===== config.mk =====
export PLATFORM = sky130hd
export DESIGN_NAME = system_sequencer
export DESIGN_NICKNAME = d
export VERILOG_FILES = /design/src/rtl/system_sequencer_pkg.sv /design/src/rtl/system_sequencer_halt_detect.sv /design/src/rtl/system_sequencer.sv
export SDC_FILE = /design/constraint.sdc
export NUM_CORES = 1
export LEC_CHECK = 0
export ABC_AREA = 1
export CAP_MARGIN = 10
export CORE_MARGIN = 1.5
export CORE_UTILIZATION = 37
export DETAILED_ROUTE_END_ITERATION = 12
export MAX_ROUTING_LAYER = met4
export PLACE_DENSITY = 0.95
export SKIP_CTS_REPAIR_TIMING = 1
export SLEW_MARGIN = 5
export SYNTH_ARGS = -nofsm -noshare
export SYNTH_HDL_FRONTEND = slang
export SYNTH_SLANG_ARGS = --single-unit

===== constraint.sdc =====
create_clock -name clock -period 4.97 [get_ports clock]
set_clock_uncertainty 0.2 [all_clocks]
set_input_delay 0.994 -clock clock [delete_from_list [all_inputs] [get_ports clock]]
set_output_delay 0.994 -clock clock [all_outputs]
set_load 0.1 [all_outputs]

===== src/rtl/system_sequencer_pkg.sv =====
// Shared definitions for the system sequencer: state encoding, ternary word geometry
// and PC constants.
package system_sequencer_pkg;

    localparam int TRIT_W = 2;
    localparam int TRITS  = 9;
    localparam int WORD_W = TRIT_W * TRITS;

    typedef enum logic [1:0] {
        ST_IDLE      = 2'd0,
        ST_LOADING   = 2'd1,
        ST_EXECUTING = 2'd2,
        ST_HALTED    = 2'd3
    } seq_state_t;

    localparam logic [TRIT_W-1:0] TRIT_NEG  = 2'b10;
    localparam logic [TRIT_W-1:0] TRIT_ZERO = 2'b00;
    localparam logic [TRIT_W-1:0] TRIT_POS  = 2'b01;

    // 2'b11 is not a legal trit, so an all-ones PC can never be fetched.
    localparam logic [WORD_W-1:0] INVALID_PC = {WORD_W{1'b1}};

endpackage


===== src/rtl/system_sequencer_halt_detect.sv =====
// Halt detector: tracks the last fetched PC and counts consecutive identical fetches,
// pulsing halt on the fetch that makes the count reach HALT_REPEAT.
module seq_halt_detect
    import system_sequencer_pkg::*;
#(
    parameter int HALT_REPEAT = 5
) (
    input  logic              clock,
    input  logic              reset,
    input  logic              init,
    input  logic              active,
    input  logic              fetch,
    input  logic [WORD_W-1:0] pc,
    output logic              halt
);

    localparam int CNT_W = $clog2(HALT_REPEAT + 1);
    localparam logic [CNT_W-1:0] REPEAT_MAX  = CNT_W'(HALT_REPEAT);
    localparam logic [CNT_W-1:0] REPEAT_LAST = CNT_W'(HALT_REPEAT - 1);

    logic [WORD_W-1:0] last_pc_reg, last_pc_next;
    logic [CNT_W-1:0]  repeat_cnt_reg, repeat_cnt_next;
    logic              pc_match;

    assign pc_match = (pc == last_pc_reg);

    always_comb begin
        last_pc_next    = last_pc_reg;
        repeat_cnt_next = repeat_cnt_reg;
        halt            = 1'b0;
        if (init) begin
            last_pc_next    = INVALID_PC;
            repeat_cnt_next = '0;
        end else if (active && fetch) begin
            if (pc_match) begin
                if (repeat_cnt_reg < REPEAT_MAX) begin
                    repeat_cnt_next = repeat_cnt_reg + 1'b1;
                end
                halt = (repeat_cnt_reg >= REPEAT_LAST);
            end else begin
                last_pc_next    = pc;
                repeat_cnt_next = '0;
            end
        end
    end

    always_ff @(posedge clock) begin
        if (!reset) begin
            last_pc_reg    <= INVALID_PC;
            repeat_cnt_reg <= '0;
        end else begin
            last_pc_reg    <= last_pc_next;
            repeat_cnt_reg <= repeat_cnt_next;
        end
    end

endmodule


===== src/rtl/system_sequencer.sv =====
// System sequencer: IDLE -> LOADING -> EXECUTING -> HALTED control with a single
// arbitrated memory port. Optional watchdog built when SYSTEM_WATCHDOG_EN is defined.
module system_sequencer
    import system_sequencer_pkg::*;
#(
    parameter int HALT_REPEAT    = 5,
    parameter int WATCHDOG_LIMIT = 1000
) (
    input  logic        clock,
    input  logic        reset,
    input  logic        start,
    input  logic        load_done,
    input  logic        load_mem_write,
    input  logic [17:0] load_addr,
    input  logic [17:0] load_data,
    input  logic        cpu_mem_write,
    input  logic [17:0] cpu_addr,
    input  logic [17:0] cpu_wdata,
    input  logic [17:0] cpu_pc,
    input  logic        cpu_fetch,
    output logic        loader_go,
    output logic        cpu_run,
    output logic        mem_write,
    output logic [17:0] mem_addr,
    output logic [17:0] mem_wdata,
    output logic [1:0]  system_state,
    output logic        timeout,
    output logic        conflict
);

    seq_state_t state_reg, state_next;
    logic       loader_go_reg, loader_go_next;
    logic       timeout_reg, timeout_next;
    logic       conflict_reg, conflict_next;
    logic       enter_exec;
    logic       halt;
    logic       wd_expire;

    assign enter_exec = (state_reg == ST_LOADING) && load_done;

    seq_halt_detect #(
        .HALT_REPEAT (HALT_REPEAT)
    ) u_halt_detect (
        .clock  (clock),
        .reset  (reset),
        .init   (enter_exec),
        .active (state_reg == ST_EXECUTING),
        .fetch  (cpu_fetch),
        .pc     (cpu_pc),
        .halt   (halt)
    );

`ifdef SYSTEM_WATCHDOG_EN
    localparam logic [15:0] WDOG_LAST = 16'(WATCHDOG_LIMIT - 1);
    logic [15:0] wdog_cnt_reg;

    always_ff @(posedge clock) begin
        if (!reset || enter_exec) begin
            wdog_cnt_reg <= '0;
        end else if (state_reg == ST_EXECUTING) begin
            wdog_cnt_reg <= wdog_cnt_reg + 16'd1;
        end
    end

    // The counter holds k during the (k+1)th executing cycle, so expiring at
    // LIMIT-1 gives exactly WATCHDOG_LIMIT executing cycles.
    assign wd_expire = (state_reg == ST_EXECUTING) && (wdog_cnt_reg >= WDOG_LAST);
`else
    logic unused_wdog_limit;
    assign unused_wdog_limit = (WATCHDOG_LIMIT == 0);
    assign wd_expire = 1'b0;
`endif

    always_comb begin
        state_next     = state_reg;
        loader_go_next = 1'b0;
        timeout_next   = timeout_reg;
        conflict_next  = conflict_reg;
        cpu_run        = 1'b0;
        mem_write      = 1'b0;
        mem_addr       = '0;
        mem_wdata      = '0;
        case (state_reg)
            ST_IDLE: begin
                if (load_mem_write || cpu_mem_write) conflict_next = 1'b1;
                if (start) begin
                    state_next     = ST_LOADING;
                    loader_go_next = 1'b1;
                end
            end
            ST_LOADING: begin
                mem_write = load_mem_write;
                mem_addr  = load_addr;
                mem_wdata = load_data;
                if (cpu_mem_write) conflict_next = 1'b1;
                if (load_done) state_next = ST_EXECUTING;
            end
            ST_EXECUTING: begin
                cpu_run   = 1'b1;
                mem_write = cpu_mem_write;
                mem_addr  = cpu_addr;
                mem_wdata = cpu_wdata;
                if (load_mem_write) conflict_next = 1'b1;
                if (halt || wd_expire) state_next = ST_HALTED;
                if (wd_expire) timeout_next = 1'b1;
            end
            ST_HALTED: begin
                if (load_mem_write || cpu_mem_write) conflict_next = 1'b1;
                // A restart clears both flags, even against a write in the same cycle.
                if (start) begin
                    state_next     = ST_LOADING;
                    loader_go_next = 1'b1;
                    timeout_next   = 1'b0;
                    conflict_next  = 1'b0;
                end
            end
            default: state_next = ST_IDLE;
        endcase
    end

    always_ff @(posedge clock) begin
        if (!reset) begin
            state_reg     <= ST_IDLE;
            loader_go_reg <= 1'b0;
            timeout_reg   <= 1'b0;
            conflict_reg  <= 1'b0;
        end else begin
            state_reg     <= state_next;
            loader_go_reg <= loader_go_next;
            timeout_reg   <= timeout_next;
            conflict_reg  <= conflict_next;
        end
    end

    assign loader_go    = loader_go_reg;
    assign system_state = state_reg;
    assign timeout      = timeout_reg;
    assign conflict     = conflict_reg;

endmodule


== Word level (Yosys, flattened, before mapping) ==
Cells that the tools add are included.

* Bits in registers: 25
* Input bits: 97
* Output and inout port bits: 43
* Logic and storage cells: 50

* Add/subtract/negate cells: 1
* $lt $le $gt $ge: 2
* Equal/unequal tests: 10
* Muxes and demuxes: 19
* Bitwise gates (word level): 2
* Reductions and logical operators: 11

{| class="wikitable"
|+ Operator list
! cell !! count
|-
| 18-bit one-hot mux with 2 select lines || 2
|-
| 18-bit == test || 1
|-
| 2-bit != test (second input constant) || 5
|-
| 1-bit two-way mux || 9
|-
| 2-bit AND reduction || 4
|-
| 2-bit two-way mux || 3
|-
| 3-bit two-way mux || 2
|-
| 2-bit one-hot mux with 3 select lines || 1
|-
| 2-bit == test (second input constant) || 2
|-
| 1-bit one-hot mux with 4 select lines || 1
|-
| 2-bit OR reduction || 2
|-
| 3-bit by 1-bit adder with 3-bit output (second input constant) || 1
|-
| 3-bit greater-or-equal comparator (second input constant) || 1
|-
| 3-bit < comparator (second input constant) || 1
|-
| 3-bit AND reduction || 1
|-
| 2-bit by 1-bit == test with 1-bit output (second input constant) || 1
|-
| 1-bit logical AND || 2
|-
| 2-bit zero test || 1
|-
| 2-bit by 1-bit != test with 1-bit output (second input constant) || 1
|-
| 1-bit NOT || 2
|-
| 1-bit one-hot mux with 2 select lines || 1
|-
| 1-bit logical OR || 1
|}

== Longest topological paths before layout ==
Gate-level depths: netlist of run 1.

* Depth after elaboration: 6
* Gate-level depth with buffers: 13
* Depth with buffers taken out: 12

== By module ==
Synthesis of run 1 repeated with hierarchy kept, for this count alone.

* Cells, all modules: 353
* Area, all modules: 2,118.3 µm²

{| class="wikitable"
|+ By module, submodules not included
! module !! times used !! cells an instance !! area each (µm²) !! sequential area each (µm²)
|-
| seq_halt_detect || 1 || 182 || 1,282.5 || 420.4
|-
| system_sequencer || 1 || 171 || 835.8 || 80.1
|}

== Worst setup path after synthesis of run 1 ==
No wires, ideal clock.

* Kind: flip-flop to output port
* Start point: register state_reg[1] (netlist: system_state[1])
* End point: output mem_addr[13]
* Arrival time: 4.162 ns
* Required time: 3.776 ns
* Path slack: -0.386 ns
* Stages on the path, launching flop included: 6
* Path buffers: 2
* Cells stage by stage: dfxtp_1 ha_1 clkbuf_1 buf_1 nand2_1 a21oi_1

* Longest elaborated chain between the ends: 2
* Elaborated cells on any way between the ends: 3
* Those cells by class: eq/ne: 2; mux: 1

{| class="wikitable"
|+ Ends and longest elaborated chain
! item !! line !! text
|-
| from (decl) || system_sequencer.sv:31 || <nowiki>seq_state_t state_reg, state_next;</nowiki>
|-
| from (signal assigned) || system_sequencer.sv:128 || <nowiki>state_reg <= state_next;</nowiki>
|-
| 2-bit == test / 2-bit by 1-bit == test with 1-bit output (equally long branches) || system_sequencer.sv:83 || <nowiki>case (state_reg)</nowiki>
|-
| 18-bit one-hot mux with 2 select lines * || system_sequencer.sv:83 ||
|-
| to (decl) || system_sequencer.sv:24 || <nowiki>output logic [17:0] mem_addr,</nowiki>
|}

Every way passes the cells marked *; elsewhere a longest branch is shown, timed or not.

== Worst setup path in the final report of run 1 ==
* Start point: register state_reg[0] (netlist: system_state[0])
* End point: output mem_addr[6]

The elaborated chain is that of the path after synthesis.

==> flow_summary.json, run 1 <==
{
  "setup_viol": 0,
  "required_ps": 3780,
  "yosysTopAreaCellShare_pct": 27.1,
  "worstReg2RegStart": "system_state[0]",
  "ant_nets": 0,
  "tightest_slew_ps": 1030,
  "grt_pass1_vias": 2183,
  "max_slew_margin_pct": 31.3,
  "nFillCells": 412,
  "fin_ws_ps": 1490,
  "worst-setup-path-type": "reg -> out",
  "critPathMostFrequentCell": "buf_4",
  "clock-sinks": 25,
  "worstPathArrival_ps": 2280,
  "pre_cts_ws_ps": 1730,
  "overflow": 0,
  "portBuffers": 138,
  "min_delay_worst_endpoint": "u_halt_detect.repeat_cnt_reg[1]",
  "dpl.hpwl_mm": 5.31,
  "root_buffer": "clkbuf_8",
  "synth_fp_nets": 414,
  "core_um2": 4790,
  "start_kind": "register",
  "synth_seq_area_share_pct": 27.0,
  "drc": 0,
  "min_period_ps": 3480,
  "fin_nets": 543,
  "drt_iter0_drc": 110,
  "syn_inst": 312,
  "drive_above_1_share_pct": 20.0,
  "fin_crit_sh_pct": 70.0,
  "die_area_um2": 5440,
  "vias_per_cell": 4.87,
  "yosysWarnings": 0,
  "die_w_um": 73.8,
  "die_height_um": 73.8,
  "end_kind": "output pin",
  "worst_ir_drop_vdd_mv": 0.374,
  "clkLatencyLatePin_ps": 270,
  "gp_routability_congestion": 0.862,
  "fmax_ghz": 0.288,
  "yosysMostFrequentCell": "nand2_1",
  "rsz0062_at_grt": "false",
  "drv_cap": 0,
  "drt_wl_total_mm": 6.65,
  "r2r_end": "system_state[0]",
  "layout-area-overhead-vs-synth_pct": 80.5,
  "synth.distinct_cells": 27,
  "synth_edf_count": 0,
  "hp-class": "reg -> reg",
  "async_flop_share_pct": 0,
  "wl_per_cell_um": 13.1,
  "htree_levels": 1,
  "crit_chain": "inv_1 -> ha_1 -> buf_4 -> nand2_1 -> a21oi_2 -> buf_4",
  "io_pins": 140,
  "grt_max_degree": 41,
  "outcome": "finished clean",
  "r2r_slack_ps": 2490,
  "first_pass_iters": 4,
  "antenna_found_initial": 0,
  "ys_seq_elements": 25,
  "clk_path_buf_depth": 2,
  "max_stage_delay_ps": 580,
  "start_util_pct": 38.7,
  "drv_slew": 0,
  "clkTransAtPathRegs_ps": 90,
  "yosysTopAreaCell": "nand2_1",
  "yosys_most_used_dff": "dfxtp_1",
  "critPathSlowestCell": "ha_1",
  "critPathMaxFanout": 24,
  "grt_usage_pct": 23.5,
  "syn-cell-area_um2": 1850,
  "vias": 2470,
  "antennaDiodeCount": 0,
  "largest_reg_flops": 18,
  "row_count": 25,
  "yosys-top-cells-count": "nand2_1, a21oi_1, dfxtp_1",
  "min_path_cells": 2,
  "syn_avg_cell_area_um2": 5.94,
  "cts_tree": "yes",
  "leakagePower_nw": 1.44,
  "cts-buffers-inserted": 3,
  "finalSetupTns_ps": 0,
  "rr_worst_depth": 6,
  "hp-start": "u_halt_detect.repeat_cnt_reg[1]",
  "power_density_nw_per_um2": 594,
  "netlist_top_cells_area": "nand2_1, dfxtp_1, a21oi_1, inv_1, nand3_1",
  "hold_viol": 0,
  "grt_pass1_wl_mm": 9.94
}
==> critical path, delay by kind of cell (launching register included) <==
family | cells | cell delay, ps
flip-flops | 1 | 370
buffers and inverters | 3 | 800
AND/OR/NAND/NOR | 1 | 100
AO/OA/AOI/OAI | 1 | 160
adder cells (fa/ha/maj) | 1 | 580
==> cell usage in the layout (no fill, tap or decap), types with 2 or more instances in the layout <==
cell type        instances
a21oi_1                  8
a21oi_2                 37
buf_4                   41
clkbuf_8                 3
clkdlybuf4s50_1        100
dfxtp_1                 25
ha_1                     5
inv_1                   23
inv_2                    2
nand2_1                134
nand3_1                 16
nand4_1                  4
nor2_1                  10
nor3_1                   3
o211ai_1                 6
xnor2_1                  7
xor2_1                   6
==> kinds of logic after synthesis <==
family	count (synthesis)	share of synthesized area [%]
xor+xnor	13	6.14
compound gates	56	16.5
flops	25	27.0
simple gates	170	36.9
fa+ha+maj	5	3.37
buf+inv	42	9.85
other cells	1	0.202
==> power breakdown <==
group / switching (mW) / total, mW / internal [mW]
sequential: 0.0309 / 0.269 / 0.238
combinational: 1.23 / 1.59 / 0.359
clock: 0.0705 / 0.129 / 0.0588
==> per-layer routing <==
| layer | share of wire [%] | track usage [%] |
|---|---|---|
| met2 | 50 | 40.7 |
| met1 | 39 | 26.7 |
| met3 | 8.6 | 6.58 |
| met5 | 0 | - |
| met4 | 1.7 | 5.14 |
==> stage by stage <==
step | instances | total power, mW | hold WS (ps) | util, % | area [µm²]
6_report | 507 | 1.99 | 295 | 69.9 | 3350
5_1_grt | 507 | 2.08 | 314 | 69.9 | 3350
4_1_cts | 507 | 1.99 | 294 | 69.9 | 3350
3_5_place_dp | 503 | 1.86 | 276 | 68.9 | 3300
3_3_place_gp | 503 | 1.85 | 261 | 68.9 | 3300
2_1_floorplan | 312 | 1.53 | 252 | - | 1990
==> final cells by class <==
class                           count  area [µm²]  share of cell area, %
Timing Repair Buffer              141        1310                   39.1
Sequential cell                    25         500                   15.0
Tap cell                           67        83.8                   2.50
Clock buffer                        3        41.3                   1.23
Inverter                           25        93.8                   2.80
Clock inverter                      1        8.76                  0.262
Multi-Input combinational cell    245        1310                   39.1
==> worst max path at each step <==
stage / from / to / slack [ps] / depth (start not counted)
finish: system_state[0] / mem_addr[6] / 1490 / 6
global route: system_state[0] / mem_addr[6] / 1340 / 6
CTS: system_state[0] / mem_addr[2] / 1510 / 6
detailed placement: load_mem_write / mem_write / 1730 / 4
global placement: load_mem_write / mem_write / 1750 / 4
floorplan: system_state[1] / mem_addr[13] / 150 / 5
No activity file was read; power rests on OpenSTA's default activity.
==> run 2, diff against run 1 <==
--- a/config.mk
+++ b/config.mk
@@ -8,10 +8,10 @@
 export ABC_AREA = 1
 export CAP_MARGIN = 10
 export CORE_MARGIN = 1.5
-export CORE_UTILIZATION = 37
+export CORE_UTILIZATION = 34
 export DETAILED_ROUTE_END_ITERATION = 12
 export MAX_ROUTING_LAYER = met4
-export PLACE_DENSITY = 0.95
+export PLACE_DENSITY = 0.89
 export SKIP_CTS_REPAIR_TIMING = 1
 export SLEW_MARGIN = 5
 export SYNTH_ARGS = -nofsm -noshare
==> constraint.sdc (replaced) <==
create_clock -name clock -period 3.2 [get_ports clock]
set_clock_uncertainty 0.2 [all_clocks]
set_input_delay 0.64 -clock clock [delete_from_list [all_inputs] [get_ports clock]]
set_output_delay 0.64 -clock clock [all_outputs]
set_load 0.1 [all_outputs]
==> run 2 against run 1 <==
Die area grew 8.5%. Power grew 99%. Non-clock buffer count grew 1. Clock power grew 46%. Core utilization grew 10 points. Combinational power grew 110%. Via count grew 3.6%. Routed wire length grew 18%. Global-route usage grew 3.6 points. Final cell count grew 0.79%.
==> flow_summary.json, run 2 (synthesized netlist as in run 1, its figures left out) <==
{
  "outcome": "finished clean",
  "min_period_ps": 2900,
  "fin_ws_ps": 305,
  "grt_usage_pct": 27.1,
  "critPathMaxFanout": 16,
  "root_buffer": "clkbuf_8",
  "comb_power_share_pct": 84.4,
  "die_w_um": 76.9,
  "clk_path_buf_depth": 2,
  "worstPathArrival_ps": 2060,
  "clkPwrFrac_pct": 4.8,
  "max_slew_margin_pct": 66.6,
  "antennaDiodeCount": 0,
  "hold_viol": 0,
  "drc": 0,
  "intPower_mw": 1.55,
  "p_sw_mw": 2.40,
  "pre_cts_ws_ps": 484,
  "wl_met2_mm": 4.15,
  "fmax_ghz": 0.345,
  "seq_area_um2": 508,
  "start_kind": "register",
  "first_pass_iters": 5,
  "drt_wl_total_mm": 7.84,
  "met1_length_mm": 3.04,
  "leakagePower_nw": 1.60,
  "antenna_found_initial": 0,
  "post-route-util_pct": 80.1,
  "grt_max_degree": 42,
  "multi_input_area_um2": 1600,
  "cts_tree": "yes",
  "setup_viol": 0,
  "topRoutingLayerUsed": "met4",
  "switching_share_pct": 60.8,
  "largest_reg_flops": 18,
  "fin_hold_ws_ps": 282,
  "clkLatencyLatePin_ps": 270,
  "layout-area-overhead-vs-synth_pct": 123,
  "nFillCells": 305,
  "grt_pass1_vias": 2550,
  "grt_pass1_wl_mm": 12.5,
  "wl_per_cell_um": 15.3,
  "fin_crit_sh_pct": 90.5,
  "core_um2": 5170,
  "rsz0062_at_grt": "false",
  "die_height_um": 76.9,
  "drt_iter0_drc": 129,
  "finalSetupTns_ps": 0,
  "power_density_nw_per_um2": 953,
  "row_count": 26,
  "final_common_cell": "nand2_1",
  "tightest_slew_ps": 496,
  "end_kind": "output pin",
  "cts-buffers-inserted": 3,
  "portBuffers": 138,
  "worst-setup-path-type": "reg -> out",
  "overflow": 0,
  "clkTransAtPathRegs_ps": 80,
  "vias_per_cell": 5.01,
  "required_ps": 2360,
  "most-common-layout-cells": "nand2_1, clkdlybuf4s50_1, buf_12, a21oi_4",
  "gp_routability_congestion": 0.816,
  "worst_ir_drop_vdd_mv": 0.637,
  "htree_levels": 1,
  "die_area_um2": 5910,
  "drv_cap": 0,
  "wl_met3_um": 466,
  "hp-class": "reg -> reg",
  "io_pins": 140,
  "start_util_pct": 35.8,
  "ant_nets": 0,
  "clock-sinks": 25,
  "drive_above_1_share_pct": 21.5,
  "fin_nets": 544,
  "dpl.hpwl_mm": 6.29,
  "vias": 2558,
  "pwr-share-seq_pct": 10.8,
  "drv_slew": 0
}
## run 2: worst max-delay path, stage by stage, from the launching register on
cell and delay [ps]:
dfxtp_4 380, inv_1 80, ha_1 320, clkinv_2 320
buf_12 320, a21oi_4 160, buf_12 190
## run 2: layout make-up
type	instances	share of cell area (%)
well taps	70	2.11
inverters	25	2.30
multi-input cells	245	38.6
repair buffers	142	43.6
flip-flops and latches	25	12.3
clock buffers	4	1.09
## run 2: metal layers
metal / vias up / GRT usage (%)
met5: - / -
met4: 0 / 7.96
met3: 19 / 4.17
met2: 116 / 50.7
met1: 1177 / 29.1
li1: 1246 / -
## run 2: power groups by stage
| stage | sequential, mW | clock (mW) | combinational [mW] |
|---|---|---|---|
| 3_3_place_gp | 0.426 | 0 | 3.29 |
| 4_1_cts | 0.425 | 0.192 | 3.34 |
| 5_1_grt | 0.433 | 0.201 | 3.46 |
| 2_1_floorplan | 0.562 | 0 | 2.13 |
| 6_report | 0.427 | 0.188 | 3.34 |
| 3_5_place_dp | 0.432 | 0 | 3.34 |
## run 2: path summary, 6_finish.rpt
kind / depth (start not counted) / slack (ps) / to / start
setup / recovery: 6 / 300 / mem_wdata[6] / system_state[0]
hold / removal: 2 / 280 / u_halt_detect.repeat_cnt_reg[1] / u_halt_detect.repeat_cnt_reg[1]
setup reg to reg: 8 / 1120 / u_halt_detect.last_pc_reg[7] / system_state[0]
hold reg to reg: 2 / 280 / u_halt_detect.repeat_cnt_reg[1] / u_halt_detect.repeat_cnt_reg[1]
## run 2: per-stage QoR
stage | instances | power (mW) | instance area (µm²)
2_1_floorplan | 312 | 2.69 | 2290
3_3_place_gp | 507 | 3.71 | 4100
3_5_place_dp | 507 | 3.77 | 4100
4_1_cts | 511 | 3.96 | 4140
5_1_grt | 511 | 4.09 | 4140
6_report | 511 | 3.95 | 4140
==> run 3, diff against run 2 <==
--- a/config.mk
+++ b/config.mk
@@ -7,6 +7,7 @@
 export LEC_CHECK = 0
 export ABC_AREA = 1
 export CAP_MARGIN = 10
+export CORE_ASPECT_RATIO = 1.5
 export CORE_MARGIN = 1.5
 export CORE_UTILIZATION = 34
 export DETAILED_ROUTE_END_ITERATION = 12
==> run 3 against run 2 <==
Routed wire length is 3.5% lower. Core utilization fell by 0.52 points. Worst setup slack improved by 81 ps. Clock power about the same.
==> flow_summary.json, run 3 (synthesized netlist as in run 1, its figures left out) <==
{
  "outcome": "finished clean",
  "drv_cap": 0,
  "max_stage_delay_ps": 380,
  "antenna_found_initial": 0,
  "antennaDiodeCount": 0,
  "max_slew_margin_pct": 64.3,
  "most-common-layout-cells": "nand2_1, clkdlybuf4s50_1, buf_12, a21oi_4",
  "ant_nets": 0,
  "critPathSlowestCell": "dfxtp_4",
  "grt_max_degree": 42,
  "start_kind": "register",
  "portBuffers": 138,
  "io_pins": 140,
  "p_sw_mw": 2.39,
  "drive_above_1_share_pct": 21.8,
  "grt_pass1_vias": 2680,
  "vias_per_cell": 5.04,
  "final_cells": 509,
  "layout-area-overhead-vs-synth_pct": 123,
  "fin_hold_ws_ps": 280,
  "cts_tree": "yes",
  "r2r_slack_ps": 1040,
  "setup_viol": 0,
  "pwr-share-seq_pct": 10.9,
  "root_buffer": "clkbuf_8",
  "row_count": 32,
  "crit_family": "buffers and inverters",
  "cts-buffers-inserted": 3,
  "gp_routability_congestion": 0.817,
  "clkTransAtPathRegs_ps": 80,
  "seq_area_um2": 508,
  "tightest_slew_ps": 536,
  "start_util_pct": 35.6,
  "min_period_ps": 2810,
  "drc": 0,
  "clkLatencyLatePin_ps": 270,
  "drt_wl_total_mm": 7.57,
  "nFillCells": 327,
  "fmax_ghz": 0.355,
  "worst_ir_drop_vdd_mv": 0.617,
  "switching_share_pct": 60.7,
  "clock-sinks": 25,
  "hold_viol": 0,
  "design_area_um2": 4140,
  "intPower_mw": 1.55,
  "grt_usage_pct": 26.3,
  "fin_nets": 544,
  "clkPwrFrac_pct": 4.8,
  "pre_cts_ws_ps": 538,
  "first_pass_iters": 4,
  "leakagePower_nw": 1.60,
  "crit_chain": "inv_1 -> ha_1 -> clkinv_2 -> buf_12 -> a21oi_4 -> buf_12",
  "rsz0062_at_grt": "false",
  "power_mw": 3.93,
  "dpl.hpwl_mm": 6.26,
  "path_buf_inv": 4,
  "critPathMostFrequentCell": "buf_12",
  "drt_iter0_drc": 126,
  "required_ps": 2360,
  "grt_pass1_wl_mm": 12.2,
  "die_area_um2": 5910,
  "worst-setup-path-type": "reg -> out",
  "multi_input_area_um2": 1600,
  "drv_slew": 0,
  "vias": 2564,
  "placedCellCount": 505,
  "power_density_nw_per_um2": 950,
  "comb_power_share_pct": 84.3,
  "die_w_um": 63.3,
  "htree_levels": 1,
  "fin_ws_ps": 386,
  "end_kind": "output pin",
  "critPathMaxFanout": 16,
  "fin_crit_sh_pct": 87.9,
  "clk_path_buf_depth": 2,
  "placed_area_um2": 4100,
  "final_common_cell": "nand2_1",
  "overflow": 0,
  "post-route-util_pct": 79.6,
  "hp-class": "reg -> reg",
  "finalSetupTns_ps": 0,
  "wl_per_cell_um": 14.9,
  "die_height_um": 93.4,
  "core_um2": 5200,
  "largest_reg_flops": 18,
  "worstPathArrival_ps": 1970
}
## run 3: cell count changes in the layout (fill, tap and decap cells not counted), sizes merged
| cell | previous run | this run |
|---|---|---|
| clkbuf | 4 | 3 |
| clkinv | 1 | 2 |
## run 3: layer usage
layer | vias to the layer above | share of wire [%] | global-route usage, %
li1 | 1248 | - | -
met1 | 1174 | 37 | 26.4
met2 | 119 | 52 | 49.8
met3 | 23 | 7.3 | 5.05
met4 | 0 | 3.7 | 10.1
met5 | - | 0 | -
## run 3: layout make-up
type / count / area share, %
timing repair buffer: 142 / 43.6
multi-input combinational: 245 / 38.6
sequential: 25 / 12.3
inverter: 25 / 2.30
tap: 68 / 2.05
clock buffer: 3 / 0.997
clock inverter: 1 / 0.121
## run 3: worst paths after layout
path,startpoint,to,cells past startpoint
setup / recovery,system_state[0],mem_wdata[11],6
hold / removal,u_halt_detect.repeat_cnt_reg[1],u_halt_detect.repeat_cnt_reg[1],2
setup reg to reg,system_state[0],system_state[1],8
hold reg to reg,u_halt_detect.repeat_cnt_reg[1],u_halt_detect.repeat_cnt_reg[1],2
## run 3: power groups by stage
stage | clock network, mW | logic (mW) | registers [mW]
3_5_place_dp | 0 | 3.33 | 0.434
4_1_cts | 0.189 | 3.34 | 0.428
6_report | 0.188 | 3.32 | 0.429
3_3_place_gp | 0 | 3.29 | 0.428
5_1_grt | 0.202 | 3.45 | 0.435
2_1_floorplan | 0 | 2.13 | 0.562
## run 3: worst register-to-register path, cell delays in order, from the launching register on
cell	delay (ps)
dfxtp_4	380
inv_1	80
ha_1	320
clkinv_2	280
buf_12	290
a21oi_1	280
nand3_1	130
nand2_1	70
nor2_1	40
